$ cat src/rtl/mopshub_hub_ctrl_32bus.sv
// Control and routing core of the 32-bus MOPSHUB.
// Start-up sequencing runs in this order: INIT, per-bus POWER, optional TRIM, then SIGN-ON.
// After start-up the hub stays in RUN until reset.
// In RUN, a round-robin scan captures one uplink CAN frame at a time into a single buffer.
// Also in RUN, single downlink frames are routed to a destination bus.
// Start-up pulses are decoded from the state and counter.
// Capture and route pulses are registered, so they line up with the latched data.
module mopshub_hub_ctrl_32bus #(
    parameter int INIT_CYCLES  = 16,
    parameter int POWER_CYCLES = 8,
    parameter int TRIM_CYCLES  = 32,
    parameter int DATA_W       = 76
) (
    input  logic              clk,
    input  logic              rst,
    input  logic [4:0]        n_buses,
    input  logic              osc_auto_trim_mopshub,
    input  logic              endwait_all,
    input  logic [31:0]       rx_req,
    input  logic [DATA_W-1:0] rx_data,
    output logic [31:0]       rx_ack,
    input  logic              uplink_ack,
    output logic [DATA_W-1:0] data_rec_uplink,
    output logic [4:0]        can_rec_select,
    output logic              irq_elink_rec,
    input  logic              tx_valid,
    input  logic [DATA_W-1:0] tx_data,
    input  logic [4:0]        tx_bus,
    output logic              tx_ready,
    output logic [DATA_W-1:0] data_tra_downlink,
    output logic [4:0]        can_tra_select,
    output logic [31:0]       tx_start,
    input  logic              tx_done,
    output logic              irq_elink_tra,
    output logic              tx_err,
    output logic              start_init,
    output logic              end_init,
    output logic              power_bus_en,
    output logic [4:0]        power_bus_cnt,
    output logic              start_trim_ack,
    output logic              end_trim_bus,
    output logic              end_power_init,
    output logic              sign_on_sig,
    output logic              run
);

    localparam logic [2:0] S_IDLE   = 3'd0;
    localparam logic [2:0] S_INIT   = 3'd1;
    localparam logic [2:0] S_POWER  = 3'd2;
    localparam logic [2:0] S_TRIM   = 3'd3;
    localparam logic [2:0] S_PDONE  = 3'd4;
    localparam logic [2:0] S_SIGNON = 3'd5;
    localparam logic [2:0] S_RUN    = 3'd6;

    logic [2:0] state;
    logic [7:0] cnt;
    logic       in_run;
    logic       init_done;
    logic       power_done;
    logic       trim_done;
    logic       last_bus;

    logic       up_full;
    logic       ptr_ok;
    logic [4:0] ptr_next;
    logic       capture;
    logic       release_buf;

    logic       tx_pend;
    logic       tx_offer;
    logic       tx_in_range;

    assign in_run     = (state == S_RUN);
    assign init_done  = (state == S_INIT)  && (endwait_all || cnt == 8'(INIT_CYCLES - 1));
    assign power_done = (state == S_POWER) && (endwait_all || cnt == 8'(POWER_CYCLES - 1));
    assign trim_done  = (state == S_TRIM)  && (endwait_all || cnt == 8'(TRIM_CYCLES - 1));
    assign last_bus   = (power_bus_cnt >= n_buses);

    assign start_init     = (state == S_INIT) && (cnt == 8'd0);
    assign end_init       = init_done;
    assign power_bus_en   = (state == S_POWER) || (state == S_TRIM);
    assign start_trim_ack = (state == S_TRIM) && (cnt == 8'd0);
    assign end_trim_bus   = trim_done;
    assign end_power_init = (state == S_PDONE);
    assign sign_on_sig    = (state == S_SIGNON);
    assign run            = in_run;

    // Start-up sequencer: phase state, per-phase cycle counter and the bus being powered
    always_ff @(posedge clk or posedge rst) begin
        if (rst) begin
            state         <= S_IDLE;
            cnt           <= 8'd0;
            power_bus_cnt <= 5'd0;
        end else begin
            case (state)
                S_IDLE: begin
                    state <= S_INIT;
                    cnt   <= 8'd0;
                end
                S_INIT: begin
                    if (init_done) begin
                        state         <= S_POWER;
                        cnt           <= 8'd0;
                        power_bus_cnt <= 5'd0;
                    end else begin
                        cnt <= cnt + 8'd1;
                    end
                end
                S_POWER: begin
                    if (power_done) begin
                        cnt <= 8'd0;
                        if (osc_auto_trim_mopshub) begin
                            state <= S_TRIM;
                        end else if (last_bus) begin
                            state         <= S_PDONE;
                            power_bus_cnt <= 5'd0;
                        end else begin
                            power_bus_cnt <= power_bus_cnt + 5'd1;
                        end
                    end else begin
                        cnt <= cnt + 8'd1;
                    end
                end
                S_TRIM: begin
                    if (trim_done) begin
                        cnt <= 8'd0;
                        if (last_bus) begin
                            state         <= S_PDONE;
                            power_bus_cnt <= 5'd0;
                        end else begin
                            state         <= S_POWER;
                            power_bus_cnt <= power_bus_cnt + 5'd1;
                        end
                    end else begin
                        cnt <= cnt + 8'd1;
                    end
                end
                S_PDONE:  state <= S_SIGNON;
                S_SIGNON: state <= S_RUN;
                S_RUN:    state <= S_RUN;
                default:  state <= S_IDLE;
            endcase
        end
    end

    // A pointer left above n_buses (n_buses lowered at run time) never captures and wraps to 0
    assign ptr_ok      = (can_rec_select <= n_buses);
    assign ptr_next    = (can_rec_select >= n_buses) ? 5'd0 : can_rec_select + 5'd1;
    assign capture     = in_run && !up_full && ptr_ok && rx_req[can_rec_select];
    assign release_buf = up_full && (uplink_ack || endwait_all);

    // Uplink scan: capture one frame, freeze until released, then resume after the served bus
    always_ff @(posedge clk or posedge rst) begin
        if (rst) begin
            up_full         <= 1'b0;
            can_rec_select  <= 5'd0;
            data_rec_uplink <= '0;
            rx_ack          <= 32'd0;
            irq_elink_rec   <= 1'b0;
        end else begin
            rx_ack        <= 32'd0;
            irq_elink_rec <= 1'b0;
            if (capture) begin
                data_rec_uplink <= rx_data;
                rx_ack          <= 32'd1 << can_rec_select;
                irq_elink_rec   <= 1'b1;
                up_full         <= 1'b1;
            end else if (release_buf) begin
                up_full        <= 1'b0;
                can_rec_select <= ptr_next;
            end else if (in_run && !up_full) begin
                can_rec_select <= ptr_next;
            end
        end
    end

    assign tx_ready    = in_run && !tx_pend;
    assign tx_offer    = tx_valid && tx_ready;
    assign tx_in_range = (tx_bus <= n_buses);

    // Downlink router: one frame in flight; out-of-range destinations are dropped with an error pulse
    always_ff @(posedge clk or posedge rst) begin
        if (rst) begin
            tx_pend           <= 1'b0;
            data_tra_downlink <= '0;
            can_tra_select    <= 5'd0;
            tx_start          <= 32'd0;
            irq_elink_tra     <= 1'b0;
            tx_err            <= 1'b0;
        end else begin
            tx_start      <= 32'd0;
            irq_elink_tra <= 1'b0;
            tx_err        <= 1'b0;
            if (tx_offer && tx_in_range) begin
                data_tra_downlink <= tx_data;
                can_tra_select    <= tx_bus;
                tx_start          <= 32'd1 << tx_bus;
                irq_elink_tra     <= 1'b1;
                tx_pend           <= 1'b1;
            end else if (tx_offer) begin
                tx_err <= 1'b1;
            end else if (tx_pend && tx_done) begin
                tx_pend <= 1'b0;
            end
        end
    end

endmodule

$ cat config.mk
export PLATFORM = sky130hd
export DESIGN_NAME = mopshub_hub_ctrl_32bus
export DESIGN_NICKNAME = d
export VERILOG_FILES = /design/src/rtl/mopshub_hub_ctrl_32bus.sv
export SDC_FILE = /design/constraint.sdc
export NUM_CORES = 1
export LEC_CHECK = 0
export ABC_AREA = 0
export CAP_MARGIN = 20
export CORE_AREA = 4 4 170 172
export DETAILED_ROUTE_END_ITERATION = 16
export DIE_AREA = 0 0 174 176
export PLACE_DENSITY = 0.78
export SYNTH_ARGS = -nofsm -noshare
export SYNTH_HDL_FRONTEND = slang
export SYNTH_SLANG_ARGS = --single-unit
$ cat constraint.sdc
create_clock -name clk -period 10.9 [get_ports clk]
set_clock_uncertainty 0.05 [all_clocks]
set_input_delay 2.725 -clock clk [delete_from_list [all_inputs] [get_ports clk]]
set_output_delay 2.725 -clock clk [all_outputs]
set_load 0.005 [all_outputs]
==> results of run 1 <==
[logic make-up after synthesis]
family	count (synthesis)	share of synthesized area (%)
AOI/OAI and AO/OA	65	4.23
adders and majority gates	24	2.97
and+or+nand+nor	175	9.02
muxes	173	19.1
DFF	247	61.1
xor gates and xnor gates	2	0.173
buffers and inverters	69	3.43
[state kept, by name, summed over array words and instances (netlist names)]
name / cells
tx_start: 32
power_bus_cnt: 5
irq_elink_rec: 1
data_tra_downlink: 76
tx_err: 1
up_full: 1
irq_elink_tra: 1
tx_pend: 1
cnt: 8
can_rec_select: 5
state: 3
data_rec_uplink: 76
can_tra_select: 5
rx_ack: 32
[metal layers]
| metal | track usage, % | wire (um) | vias up |
|---|---|---|---|
| li1 | - | - | 3521 |
| met1 | 21.5 | 11300 | 3745 |
| met2 | 34.5 | 15700 | 285 |
| met3 | 6.08 | 2440 | 66 |
| met4 | 5.67 | 971 | 4 |
| met5 | 0 | 36 | - |
[area by class of cell]
| class | count | area [sq um] | share of cell area, % |
|---|---|---|---|
| multi-input combinational | 439 | 3590 | 22.9 |
| clock buffer | 39 | 781 | 4.98 |
| inverter | 29 | 118 | 0.750 |
| timing repair buffer | 450 | 4510 | 28.7 |
| tap | 346 | 433 | 2.76 |
| sequential | 247 | 6180 | 39.4 |
| clock inverter | 6 | 82.6 | 0.526 |
[layout by cell type (no fill, tap or decap), types with 3 or more instances in the layout]
| cell type | Yosys | routed |
|---|---|---|
| nor2b_1 | 6 | 6 |
| o31ai_1 | 4 | 4 |
| nand2b_1 | 14 | 14 |
| a31oi_1 | 4 | 4 |
| a21oi_1 | 9 | 9 |
| mux2i_1 | 16 | 16 |
| o21ai_0 | 20 | 20 |
| clkbuf_1 | 11 | 6 |
| clkbuf_16 | 0 | 27 |
| nor2_1 | 33 | 33 |
| nor3_1 | 26 | 26 |
| inv_1 | 26 | 25 |
| mux2_2 | 156 | 156 |
| ha_1 | 24 | 24 |
| dfrtp_1 | 247 | 247 |
| clkdlybuf4s50_1 | 0 | 443 |
| nand3_1 | 18 | 18 |
| o22ai_1 | 6 | 6 |
| nand2_1 | 36 | 36 |
| o21a_1 | 4 | 4 |
| clkinv_2 | 0 | 4 |
| buf_4 | 4 | 6 |
| nor4_1 | 18 | 18 |
| a21o_1 | 4 | 4 |
| and3_1 | 5 | 5 |
| clkbuf_8 | 0 | 6 |
| nor3_2 | 3 | 3 |
[worst paths after layout]
check / end / slack [ps]
max in group asynchronous: data_tra_downlink[75] / 6700
max: end_init / 4100
min in group asynchronous: data_rec_uplink[19] / 2680
min reg2reg: data_tra_downlink[14] / 450
min: data_tra_downlink[14] / 450
max reg2reg: data_rec_uplink[44] / 6930
[critical path, cell delays in order]
cell             delay, ps
clkdlybuf4s50_1        560
nor2_1                  70
nor3_1                 140
clkdlybuf4s50_1        540
[power by group through the flow]
stage	sequential, uW	combinational (uW)	clock, uW
floorplan	1420	552	0
global placement	1420	1360	0
detailed placement	1430	1390	0
CTS	1420	1390	917
global route	1460	1480	952
finish	1420	1370	889
[through the flow]
stage	util (%)	std cells	power [uW]	setup WS, ps	instance area [sq um]
finish	57.1	1556	3680	4100	15700
global route	57.1	1556	3900	4020	15700
CTS	57.0	1555	3730	4080	15700
detailed placement	53.9	1510	2820	3970	14800
global placement	53.9	1510	2780	4040	14800
floorplan	-	755	1970	1340	10100
==> results.md, run 1 <==
- Worst vdd ir: 0.104 mV
- Max Cap Viol: 0
- # clock sinks: roughly 250
- Power Density: about 230 nW/um^2
- Synth warn: 0
- Die area: 30600 sq um
- Post-synthesis cell count: 755
- Die height: 176 um
- Critical Path Start Type: input pin
- Pin count of the biggest net entering global routing: 97
- Yosys top cell area share: 61.1%
- Avg WL per Cell: a little under 20 um
- Die Span X: approximately 170 um
- Min-Delay Path Depth: 1
- Hold Vio Cnt, Final: 0
- Layout area overhead: 55.1%
- Hold Slack: around 450 ps
- Ys flop type: dfrtp_1
- Post-CTS setup buffer count: 0
- Vias/cell: around 4.9
- Final number of max-transition violations: 0
- CP max FO: 5
- Seq/Total Area, Yosys: 61.1%
- Total routing usage reported by global routing: a little under a fifth
- R2R cell count: 8
- CP required: between 8000 and 9000 ps
- Count leader, synth: dfrtp_1
- Fin crit period: 6800 ps
- PostCTS Resize Cnt: 0
- Synth async-reset ratio: 100%
- Routed vias: 7621
- Vias in the first global route: 7826
- Layout cells sized above 1: between 15 and 20%
- Distinct cells, synth: between 50 and 60
- Cts hold-fix bufs: 0
- Final setup fails: 0
- Max-slew headroom: between 30% and 40%
- Worst Max-Slew Pin Slew: slightly below 1000 ps
- Worst r2r src: can_rec_select[3]
- Sw Share: between 20% and 30%
- Fin nets: roughly 1400
- Clock share of power: approximately a quarter
- Leakage power: roughly 0.0067 uW
- Syn_area_per_cell: 13.4 sq um
- Post-synth top cells: dfrtp_1, mux2_2, nand2_1, nor2_1
- Ratio of final minimum period to clock period: a little over three fifths
- Routed Antenna Nets: 0
- RSZ-0062 raised after global routing: no
- Sequential power share: around two fifths
- CP Capture Type: output port
- Worst-skew pair later-pin latency: between 500 and 600 ps
- Root buf cell: clkbuf_16
- Critical Path Start: endwait_all
- Worst hold path class: flop to flop
- N_diodes: 0
- DPL Wire Length: around 23 mm
- Fin Setup TNS: 0 ps
- Total CTS buffers: 26
- Overflow after GRT: 0
- Logic pwr share: a little under two fifths
- Initial DRC count: 361
- Netlist Area Pre-Place: roughly 10000 sq um
- Final GP Congestion: between 0.8 and 0.9
- Initial antenna violation count: 2
- Clk slew on worst S/H paths: 60 ps
- Crit Path Class: input pin to output port
- Internal power: about 2700 uW
- Number of flops mapped to enable cells by yosys: 0
- Status: completed
- Final wirelength: 30.5 mm
- Mapped Nets: 980
- First-pass GRT wire length: 46.4 mm
- FF+latch count, synth: between 200 and 250
- H-tree depth reported by CTS: 1
- Hold Startpoint: data_tra_downlink[14]
- WP data arrival: 4030 ps
- Psw: around 1000 uW
- Top post-synthesis cells by area: dfrtp_1, mux2_2, ha_1, mux2i_1, nand2_1
- Starting density of the core: between 30 and 40%
- Standard-cell row count: between 60 and 70
- Max Root-Sink Buffers: 3
- Top Ports: between 400 and 500
- Port bufs: 443
- Core box area: approximately 27000 sq um
- Drt pass-1 iters: 5
- Residual DRC: 0
- CTS tree: done
- Cell taking the most area after synthesis: dfrtp_1
- Filler cells: roughly 2300
- Max Freq: 147 MHz
No activity file was read; power rests on OpenSTA's default activity.
==> run 2, diff against run 1 <==
CORE_AREA = default   (was 4 4 170 172)
CORE_MARGIN = 4   (was default)
CORE_UTILIZATION = 38   (was default)
DIE_AREA = default   (was 0 0 174 176)
PLACE_DENSITY = 0.82   (was 0.78)
clock period = 6 ns   (was 10.9 ns; I/O delays follow)
==> run 2 against run 1 <==
Net effect:
- first-iteration DRC count up 16%
- routed wire length up 0.24%
- clock power up 75%
- sequential share of layout area about the same
- global-route usage up 0.65 points
- clock-buffer cell count down 1
- via count about the same
- critical path type unchanged
- combinational power up 80%
- critical endpoint unchanged
- sequential cell count unchanged
==> results.md, run 2 (synthesized netlist as in run 1, its figures left out) <==
- Power Density: 423 nW/um^2
- Ratio of final minimum period to clock period: approximately three quarters
- Final GP Congestion: 0.839
- DPL Wire Length: 23.3 mm
- Sw Share: approximately 28%
- Worst Max-Slew Pin Slew: 1020 ps
- Clock share of power: a little under a quarter
- Residual DRC: 0
- Cells along the critical path: clkdlybuf4s50_1 > nor2_1 > nor3_1 > clkdlybuf4s50_1
- Worst Hold Path EP: cnt[7]
- Most used cell, CP: clkdlybuf4s50_1
- Max Cap Viol: 0
- Hold Vio Cnt, Final: 0
- Top Ports: 444
- Total CTS buffers: 26
- Max Freq: 226 MHz
- Worst r2r src: can_rec_select[3]
- Worst-skew pair later-pin latency: around 520 ps
- Cts hold-fix bufs: 0
- Initial DRC count: around 420
- Most common cell after layout, fill and taps aside: clkdlybuf4s50_1
- Post-CTS setup buffer count: 0
- RSZ-0062 raised after global routing: no
- Final wirelength: around 30 mm
- Die height: 171 um
- Placement Cell Area: 14800 sq um
- Commonest cells after routing, fill and taps aside: clkdlybuf4s50_1, dfrtp_1, mux2_2
- Worst vdd ir: roughly 0.23 mV
- Crit Path Class: input pin to output port
- Total routing usage reported by global routing: around 20%
- Final Power: 6640 uW
- Critical Path Start Type: input pin
- Hold Slack: roughly 440 ps
- Min-Delay Path Depth: 1
- Sequential power share: just under 40%
- Die Span X: approximately 170 um
- Status: completed
- First-pass GRT wire length: between 40 and 50 mm
- Starting density of the core: between 30% and 40%
- Vias in the first global route: 7934
- Standard-cell row count: slightly below 60
- Logic pwr share: between 30 and 40%
- Max-slew headroom: between 30% and 40%
- WP data arrival: 2870 ps
- Pin count of the biggest net entering global routing: about 110
- Fin crit period: about 4400 ps
- Psw: around 1900 uW
- CP Capture Type: output port
- Routed Antenna Nets: 0
- CP required: 4450 ps
- Root buf cell: clkbuf_16
- Avg WL per Cell: between 15 and 20 um
- Critical Path Start: endwait_all
- Biggest regs: data_rec_uplink (76), data_tra_downlink (76)
- R2R cell count: 8
- Vias/cell: between 4 and 5
- Initial antenna violation count: 1
- Drt pass-1 iters: 4
- Core box area: between 20000 and 30000 sq um
- Final number of max-transition violations: 0
- R2r setup slk: about 2500 ps
- Internal power: ~4800 uW
- Overflow after GRT: 0
- Final setup fails: 0
- Fin nets: between 1000 and 1500
- Worst hold path class: flop to flop
- Post-route cell area: around 16000 sq um
- # clock sinks: 247
- Layout cells sized above 1: around a fifth
- H-tree depth reported by CTS: 1
- Hold Startpoint: cnt[7]
- Leakage power: ~0.0067 uW
- Layout area overhead: 55.2%
- Fin Setup TNS: 0 ps
- CP max stage cell: clkdlybuf4s50_1
- Clk slew on worst S/H paths: 60 ps
- Port bufs: approximately 440
- PostCTS Resize Cnt: 0
- Die area: slightly below 30000 sq um
- CTS tree: done
- Critical Path Max Stage Delay: ~570 ps
- Routed vias: between 7000 and 8000
- CP max FO: 5
- FF-to-FF End: data_rec_uplink[43]
- Max Root-Sink Buffers: 3
==> run 2: changes by cell type in the layout (fill, tap and decap cells not counted), moves of 2 or more <==
| cell | before | now |
|---|---|---|
| buf_4 | 6 | 4 |
| bufinv_16 | 2 | 0 |
| clkinv_2 | 4 | 9 |
| buf_12 | 0 | 4 |
| diode_2 | 0 | 2 |
| clkinvlp_4 | 1 | 3 |
| clkbuf_1 | 6 | 4 |
==> run 2: through the flow <==
| stage | utilization (%) | cells | setup WS, ps |
|---|---|---|---|
| floorplan | - | 755 | 1200 |
| global placement | 56.7 | 1500 | 1460 |
| detailed placement | 56.7 | 1500 | 1410 |
| CTS | 59.9 | 1548 | 1540 |
| global route | 60.0 | 1550 | 1500 |
| finish | 60.0 | 1551 | 1580 |
==> run 2: how the worst max path moves through the flow <==
stage,endpoint,cells after the start
after detailed placement,data_rec_uplink[47],10
after global routing,end_init,4
after floorplan,can_rec_select[0],1
after global placement,data_tra_downlink[57],13
after CTS,end_init,4
final,end_init,4
==> run 2: final cells by class <==
class | instances | area, sq um
diodes | 2 | 5.00
fillers | 2085 | 10400
repair buffers | 451 | 4540
flip-flops and latches | 247 | 6180
well taps | 335 | 419
inverters | 29 | 114
multi-input cells | 439 | 3590
clock inverters | 10 | 55.1
clock buffers | 38 | 787
==> run 2: critical path: cells and delay by family <==
family / cells / cell delay (ps)
buffers and inverters: 2 / 1120
and+or+nand+nor: 2 / 260
==> run 2: layer usage <==
metal	vias up	global-route usage, %	wire [um]
met5	-	0	0
li1	3522	-	-
met4	0	4.89	708
met1	3780	22.6	11100
met2	277	36.2	16200
met3	49	5.36	2450
==> run 2: power by group through the flow <==
stage                     sequential [uW]  clock (uW)  combinational (uW)
after floorplan                      2580           0                1000
after global placement               2610           0                2430
after detailed placement             2640           0                2500
after CTS                            2610        1600                2510
after global routing                 2690        1670                2670
final                                2610        1560                2470
